<file path="config.mk">
export PLATFORM = sky130hd
export DESIGN_NAME = branch_predictor
export DESIGN_NICKNAME = d
export VERILOG_FILES = /design/src/rtl/branch_predictor.sv
export SDC_FILE = /design/constraint.sdc
export NUM_CORES = 2
export LEC_CHECK = 0
export CORE_ASPECT_RATIO = 0.9
export CORE_MARGIN = 1
export CORE_UTILIZATION = 55
export DETAILED_ROUTE_END_ITERATION = 10
export PLACE_DENSITY = 0.74
export SKIP_CTS_REPAIR_TIMING = 1
export SYNTH_ARGS = -nofsm -noshare
export SYNTH_HDL_FRONTEND = slang
export SYNTH_SLANG_ARGS = --single-unit
</file>
<file path="constraint.sdc">
create_clock -name clk -period 8.1 [get_ports clk]
set_input_delay 1.62 -clock clk [delete_from_list [all_inputs] [get_ports clk]]
set_output_delay 1.62 -clock clk [all_outputs]
set_load 0.1 [all_outputs]
</file>
<file path="src/rtl/branch_predictor.sv">
// Fetch-side branch predictor: 2-bit saturating-counter history table plus a
// direct-mapped target table, swept to a known state after every reset.
module branch_predictor #(
    parameter int DWIDTH = 32,
    parameter int IDXW   = 6
) (
    input  logic              clk,
    input  logic              reset,
    output logic              ready,
    input  logic [DWIDTH-1:0] f_pc,
    output logic              f_pred_taken,
    output logic [DWIDTH-1:0] f_pred_target,
    input  logic              u_valid,
    input  logic [DWIDTH-1:0] u_pc,
    input  logic              u_taken,
    input  logic [DWIDTH-1:0] u_target,
    input  logic              u_pred_taken,
    output logic              mispredict,
    output logic [DWIDTH-1:0] redirect_pc,
    output logic [15:0]       stat_branches,
    output logic [15:0]       stat_mispred
);

    localparam int              DEPTH    = 1 << IDXW;
    localparam logic [IDXW-1:0] LAST_IDX = {IDXW{1'b1}};
    localparam logic [DWIDTH-1:0] PC_STEP = DWIDTH'(3'd4);
    localparam logic [1:0]      CTR_INIT = 2'b01;
    localparam logic [15:0]     STAT_MAX = 16'hFFFF;

    typedef enum logic [0:0] {
        ST_INIT = 1'b0,
        ST_RUN  = 1'b1
    } state_t;

    state_t            state_r;
    state_t            state_next_s;
    logic [IDXW-1:0]   ptr_r;
    logic              sweep_done_s;
    logic              upd_en_s;
    logic              wrong_dir_s;
    logic [IDXW-1:0]   f_idx_s;
    logic [IDXW-1:0]   u_idx_s;
    logic              ready_r;
    logic              mispredict_r;
    logic [DWIDTH-1:0] redirect_pc_r;
    logic [15:0]       stat_branches_r;
    logic [15:0]       stat_mispred_r;

    logic [1:0]        ctr_r [DEPTH];
    logic [DEPTH-1:0]  valid_r;
    logic [DWIDTH-1:0] tgt_r [DEPTH];

    // Saturating 2-bit counter step toward the resolved direction.
    function automatic logic [1:0] ctr_step(input logic [1:0] ctr, input logic taken);
        logic [1:0] res;
        if (taken) begin
            res = (ctr == 2'b11) ? 2'b11 : ctr + 2'b01;
        end else begin
            res = (ctr == 2'b00) ? 2'b00 : ctr - 2'b01;
        end
        return res;
    endfunction

    // Saturating 16-bit statistics increment.
    function automatic logic [15:0] stat_inc(input logic [15:0] cnt);
        return (cnt == STAT_MAX) ? STAT_MAX : cnt + 16'd1;
    endfunction

    assign f_idx_s     = f_pc[IDXW+1:2];
    assign u_idx_s     = u_pc[IDXW+1:2];
    assign wrong_dir_s = u_taken ^ u_pred_taken;

    // Next-state logic: sweep every entry once, then accept updates.
    always_comb begin
        state_next_s = state_r;
        sweep_done_s = 1'b0;
        upd_en_s     = 1'b0;
        case (state_r)
            ST_INIT: begin
                if (ptr_r == LAST_IDX) begin
                    state_next_s = ST_RUN;
                    sweep_done_s = 1'b1;
                end else begin
                    state_next_s = ST_INIT;
                end
            end
            ST_RUN: begin
                state_next_s = ST_RUN;
                upd_en_s     = u_valid;
            end
            default: begin
                state_next_s = ST_INIT;
            end
        endcase
    end

    // State register and sweep pointer.
    always_ff @(posedge clk) begin
        if (reset) begin
            state_r <= ST_INIT;
            ptr_r   <= '0;
        end else begin
            state_r <= state_next_s;
            if (state_r == ST_INIT) begin
                ptr_r <= ptr_r + {{(IDXW-1){1'b0}}, 1'b1};
            end else begin
                ptr_r <= ptr_r;
            end
        end
    end

    // Table storage: sweep writes during INIT, training writes during RUN.
    always_ff @(posedge clk) begin
        if (!reset && (state_r == ST_INIT)) begin
            ctr_r[ptr_r]   <= CTR_INIT;
            valid_r[ptr_r] <= 1'b0;
            tgt_r[ptr_r]   <= '0;
        end else if (!reset && upd_en_s) begin
            ctr_r[u_idx_s] <= ctr_step(ctr_r[u_idx_s], u_taken);
            if (u_taken) begin
                valid_r[u_idx_s] <= 1'b1;
                tgt_r[u_idx_s]   <= u_target;
            end
        end
    end

    // Registered resolution outputs and statistics.
    always_ff @(posedge clk) begin
        if (reset) begin
            ready_r         <= 1'b0;
            mispredict_r    <= 1'b0;
            redirect_pc_r   <= '0;
            stat_branches_r <= 16'd0;
            stat_mispred_r  <= 16'd0;
        end else begin
            ready_r      <= ready_r | sweep_done_s;
            mispredict_r <= upd_en_s & wrong_dir_s;
            if (upd_en_s) begin
                redirect_pc_r   <= u_taken ? u_target : (u_pc + PC_STEP);
                stat_branches_r <= stat_inc(stat_branches_r);
                if (wrong_dir_s) begin
                    stat_mispred_r <= stat_inc(stat_mispred_r);
                end
            end
        end
    end

    // Lookup reads the stored entry directly, so a same-cycle update is not bypassed.
    always_comb begin
        f_pred_taken  = 1'b0;
        f_pred_target = '0;
        if (ready_r) begin
            f_pred_taken  = valid_r[f_idx_s] & ctr_r[f_idx_s][1];
            f_pred_target = f_pred_taken ? tgt_r[f_idx_s] : (f_pc + PC_STEP);
        end else begin
            f_pred_taken  = 1'b0;
            f_pred_target = '0;
        end
    end

    assign ready         = ready_r;
    assign mispredict    = mispredict_r;
    assign redirect_pc   = redirect_pc_r;
    assign stat_branches = stat_branches_r;
    assign stat_mispred  = stat_mispred_r;

endmodule
</file>
; ---- Word level (Yosys, flattened, before mapping)
; Memory sizes are Yosys's and may differ from the RTL's.
; Index checks and enable logic that the tools add are counted.
[word_totals]
output_inout_bits = 99
ff_bits = 137
ram_bits = 2176
mem_count = 2
wordCells = 85
[memory_table]
columns = name, depth, word_bits, rd, rd_ports_with_merged_regs, wr, line_no
row1 = tgt_r, 64, 32, 1, 0, 1, 51  ; logic [DWIDTH-1:0] tgt_r [DEPTH];
row2 = ctr_r, 64, 2, 2, 0, 1, 49  ; logic [1:0] ctr_r [DEPTH];
[classes]
muxes = 39
addsub = 7
n_eq_ne = 4
magnitude_cmp = 5
bitwise_logic = 8
n_reduce_logical = 12
[op_table]
columns = operator, n
row1 = $mux W64, 3
row2 = $mux W32, 4
row3 = $add A32 B3 Y32 const B, 2
row4 = $and A64 B64 Y64, 1
row5 = $not A64 Y64, 1
row6 = $or A64 B64 Y64, 1
row7 = $add A16 B1 Y16 const B, 2
row8 = $eq A16 B16 Y1 const B, 2
row9 = $mux W16, 2
row10 = $reduce_or A32 Y1, 1
row11 = $lt A6 B7 Y1 const B, 3
row12 = $mux W1, 18
row13 = $demux W1 S6, 2
row14 = $ge A6 B1 Y1 const B, 2
row15 = $mux W2, 6
row16 = $mux W6, 2
row17 = $add A6 B1 Y6 const B, 1
row18 = $bmux W1 S6, 1
row19 = $eq A6 B6 Y1 const B, 1
row20 = $logic_and A1 B1 Y1, 4
row21 = $reduce_and A2 Y1, 2
row22 = $reduce_bool A2 Y1, 2
row23 = $add A2 B1 Y2 const B, 1
row24 = $and A1 B1 Y1, 2
row25 = 9 further kinds, 9

; ---- Logic depth before layout (Yosys ltp)
[logic_depth]
word_depth = 8
depth_mapped = 12

; ---- Least setup slack after synthesis
; No wires, ideal clock.
[synth_timing]
kind = in2reg
from = input port reset
to = memory tgt_r[5][0], enable pin
slack_ns = 0.549
t_required_ns = 7.679
cell_stages = 4
t_arrival_ns = 7.130
path_buffers = 1
setup_ns = 0.421
path_cell_list = clkbuf_1 > o21ai_1 > nand3_1 > nor2_1
[synth_via]
elab_chain_cells = 7
word_cells_on_any_way = 11
cone_classes = mux: 7 / reduce/logical: 4
[synth_rtl]
columns = element, line_no
row1 = start: declaration, 8  ; input logic reset,
row2 = $logic_not A1 Y1 *, "114, 118"
row3 = $logic_and A1 B1 Y1, 118  ; end else if (!reset && upd_en_s) begin
row4 = $mux W1, 118
row5 = $mux W1, 114  ; if (!reset && (state_r == ST_INIT)) begin
row6 = $mux W1 (not written as such), 122  ; tgt_r[u_idx_s] <= u_target;
row7 = $reduce_or A32 Y1 (no source line), -
row8 = $mux W6 (no source line) or $mux W1 (tied branches), -
row9 = end: declaration, 51
; Every way passes the cells marked *; elsewhere a longest branch is shown, timed or not.

; ---- Worst setup path after layout
[layout_timing]
from = input port f_pc[5]
to = output port f_pred_target[25]
[layout_via]
elab_chain_cells = 5
word_cells_on_any_way = 8
cone_classes = add/sub: 1 / mux: 4 / bitwise: 1 / memory: 2
[layout_rtl]
columns = element, line_no
row1 = start: declaration, 10  ; input logic [DWIDTH-1:0] f_pc,
row2 = branches (longest 3 deep; another with $add A32 B3 Y32), -
row3 = $mux W32 *, 154  ; f_pred_target = f_pred_taken ? tgt_r[f_idx_s] : (f_pc + PC_STEP);
row4 = $mux W32 *, 152  ; if (ready_r) begin
row5 = end: declaration, 12  ; output logic [DWIDTH-1:0] f_pred_target,
; Mark *: on every way between the ends. The select of a mux whose other input is x is not followed.

==> flow_summary_export.csv <==
group,metric,value,unit
setup_path,critPathLaunchType,"input port",
yosys,ys_ff_latch,2313,
route,vias,48861,
clock_tree,cts_tree,"built",
route,wl_per_cell,34.97,µm
yosys,netlist_instances,4419,
run_status,status,"finished clean",
placed_design,gp_congestion,0.9126,
clock_tree,clk_pin_slew_worst_paths,60,ps
pwr,switchingPower,5.010,mW
final_layout,syn_to_final_growth,13.61,%
yosys,ys_types,68,
global_routing,grt_util_all_layers,0.2986,
pwr,internal-power,19.09,mW
floorplanning,pin_count,200,
yosys,avgSynthCellArea,20.72,µm²
global_routing,grt_max_degree,134,
sta,hold_viol,0,
route,drt_first_iter_violations,7072,
yosys,ys.warnings.count,0,
setup_path,cp_num_buf_inv,2,
pwr,pwr-share-comb,0.036,
setup_path,worstPathCellList,"clkdlybuf4s50_1 > and4_1 > nand2_1 > nor4_2 > nand3_1 > xnor2_1 > o21ai_0 > a31oi_1 > buf_12",
worst_hold_path,hp-class,"register to register",
pwr,seqPwrFrac,0.540,
setup_path,worstSetupEndpointType,"output pin",
yosys,syn_area,91580,µm²
sta,finClkSkew,25.18,ps
final_layout,nFillCells,10853,
final_layout,mostFrequentLayoutCells,"edfxtp_1 (2240), mux4_2 (665), clkbuf_16 (221)",
global_routing,grt_pass1_vias,48148,
clock_tree,numCtsBuffers,218,
yosys,async_flop_share,0,
floorplanning,die_x,432.1,µm
route,dr.max_layer_used,"met5",
setup_path,critPathSlowestCell,"clkdlybuf4s50_1",
pwr,power_density,231.6,nW/µm²
yosys,synth_ff_type,"edfxtp_1",
clock_tree,clk_latency,840,ps
final_layout,multi_input_area,22260,µm²
route,met1_length,91510,µm
clock_tree,cts-root-buf,"clkbuf_16",
floorplanning,start_util,0.5558,
route,ant_nets,0,
setup_path,crit_fanout,15,
sta,tightest_slew,1450,ps
placed_design,detailed_place_hpwl,143000,µm
setup_path,critPathKind,"input port to output pin",
sta,maxSlewViolCount,0,
pwr,p_sw_frac,0.2079,
sta,finalSetupTns,0,ps
run,cap_viol_max_count,0,
setup_path,crit_arrival,6010,ps
setup_path,cp_top_family,"simple AND/OR/NAND/NOR gates",
pwr,max-vdd-ir-drop,191.8,µV
final_layout,regArea,68730,µm²
floorplanning,dieHeight,389.1,µm
route,finalWirelength,249400,µm
setup_path,regToRegSetupSlack,3380,ps
yosys,synth-seq-area-share,0.7504,
global_routing,antenna_found_initial,8,
clock_tree,clock_path_buffers,3,
yosys,syn-num-nets,4525,
sta,fin_crit,7625,ps
floorplanning,rows,141,
sta,setup_viol_count_final,0,
pwr,power_leakage,36.71,nW
final_layout,stdcell_count,7131,
placed_design,place_ws,612.8,ps
route,wl_met3,28600,µm
sta,rsz0062_at_grt,"false",
sta,whs,451.5,ps
yosys,synth_edf_count,2240,
clock_tree,clock_sinks,2313,
sta,setup_ws,474.7,ps
final_layout,mostFrequentLayoutCell,"edfxtp_1",
route,drc,0,
sta,period_share,0.9414,
setup_path,cpPeakStageDelay,1000,ps
global_routing,grt_pass1_wl,352300,µm
route,wl_met2,118900,µm
final_layout,final_nets,4831,
route,viasPerCell,6.852,
placed_design,dp_cells,6721,
route,drtPass1Iterations,6,
floorplanning,dieArea,168200,µm²
setup_path,crit_required,6480,ps
final_layout,drive_gt1_frac,0.2583,
placed_design,portBuffers,199,
global_routing,globalRoute.totalOverflow,0,
floorplanning,core,164800,µm²
pwr,p_clk_frac,0.425,
sta,maxSlewHeadroom,0.02564,
clock_tree,htreeDepth,4,
sta,max_freq,131.1,MHz
-- final timing paths --
kind / from / end / cells after the start
setup reg to reg: state_r$_SDFF_PP0_ / tgt_r[40][9]$_DFFE_PP_ / 7
hold reg to reg: redirect_pc[17]$_SDFFE_PP0N_ / redirect_pc[17]$_SDFFE_PP0N_ / 2
hold / removal: redirect_pc[17]$_SDFFE_PP0N_ / redirect_pc[17]$_SDFFE_PP0N_ / 2
setup / recovery: f_pc[5] / f_pred_target[25] / 9
-- power by group through the flow --
stage	clock network [mW]	logic, mW	registers [mW]
after global routing	10.7	0.892	13.0
after floorplan	0	0.541	13.3
after detailed placement	0	0.846	13.3
after CTS	10.3	0.850	13.0
final	10.2	0.857	13.0
after global placement	0	0.843	13.3
-- routing by layer --
| metal | up-vias | global-route usage |
|---|---|---|
| met1 | 25648 | 0.4219 |
| met3 | 513 | 0.06498 |
| li1 | 19149 | - |
| met5 | - | 0 |
| met4 | 2 | 0.1104 |
| met2 | 3549 | 0.4628 |
-- synthesized netlist by cell type, types with 23 or more instances --
cell	number	share of area
and3_1	53	0.0036
edfxtp_1	2240	0.73
o21ai_0	46	0.0025
nand4_1	32	0.0022
dfxtp_1	73	0.016
nand3_1	72	0.0039
buf_2	82	0.0045
clkbuf_1	114	0.0047
a211oi_1	23	0.0019
xnor2_1	39	0.0037
nor3_1	29	0.0016
a22oi_1	82	0.0067
xor2_1	36	0.0034
nand2_1	176	0.0072
nor2_1	221	0.0091
mux4_2	665	0.16
a21oi_1	184	0.010
-- per-stage QoR --
stage	area, µm²	power [mW]	util
final	104000	24.10	0.6314
after CTS	104000	24.14	0.6314
after detailed placement	96920	14.10	0.5882
after global routing	104000	24.62	0.6314
after global placement	96920	14.10	0.5882
after floorplan	91580	13.79	-
-- tightest hold or removal path, cell delays in order (launching register included) --
cell and delay [ps]:
dfxtp_1 310, nand2_1 50, a21oi_1 50
-- flip-flops by register name, indices dropped and copies added, names as in the netlist --
| signal | cells |
|---|---|
| ctr_r | 128 |
| mispredict | 1 |
| ptr_r | 6 |
| ready | 1 |
| redirect_pc | 32 |
| stat_branches | 16 |
| stat_mispred | 16 |
| state_r | 1 |
| tgt_r | 2048 |
| valid_r | 64 |
-- logic make-up (layout without fill, tap and decap cells) --
family,Yosys count,after routing,share of synthesized area
simple gates,671,671,0.03478
fa+ha+maj,6,6,0.0007924
xor+xnor,75,75,0.007173
mux,675,675,0.1646
flops,2313,2313,0.7504
other cells,0,3,0
compound gates,425,425,0.02910
buf+inv,254,747,0.01309
-- area by class of cell --
cell class	count	area share
sequential	2313	0.6605
antenna	3	0.00007215
tap	2216	0.02665
clock buffer	266	0.05506
clock inverter	141	0.01338
timing repair buffer	327	0.02986
inverter	13	0.0005411
multi-input combinational	1852	0.2139
No activity file was read; power rests on OpenSTA's default activity.
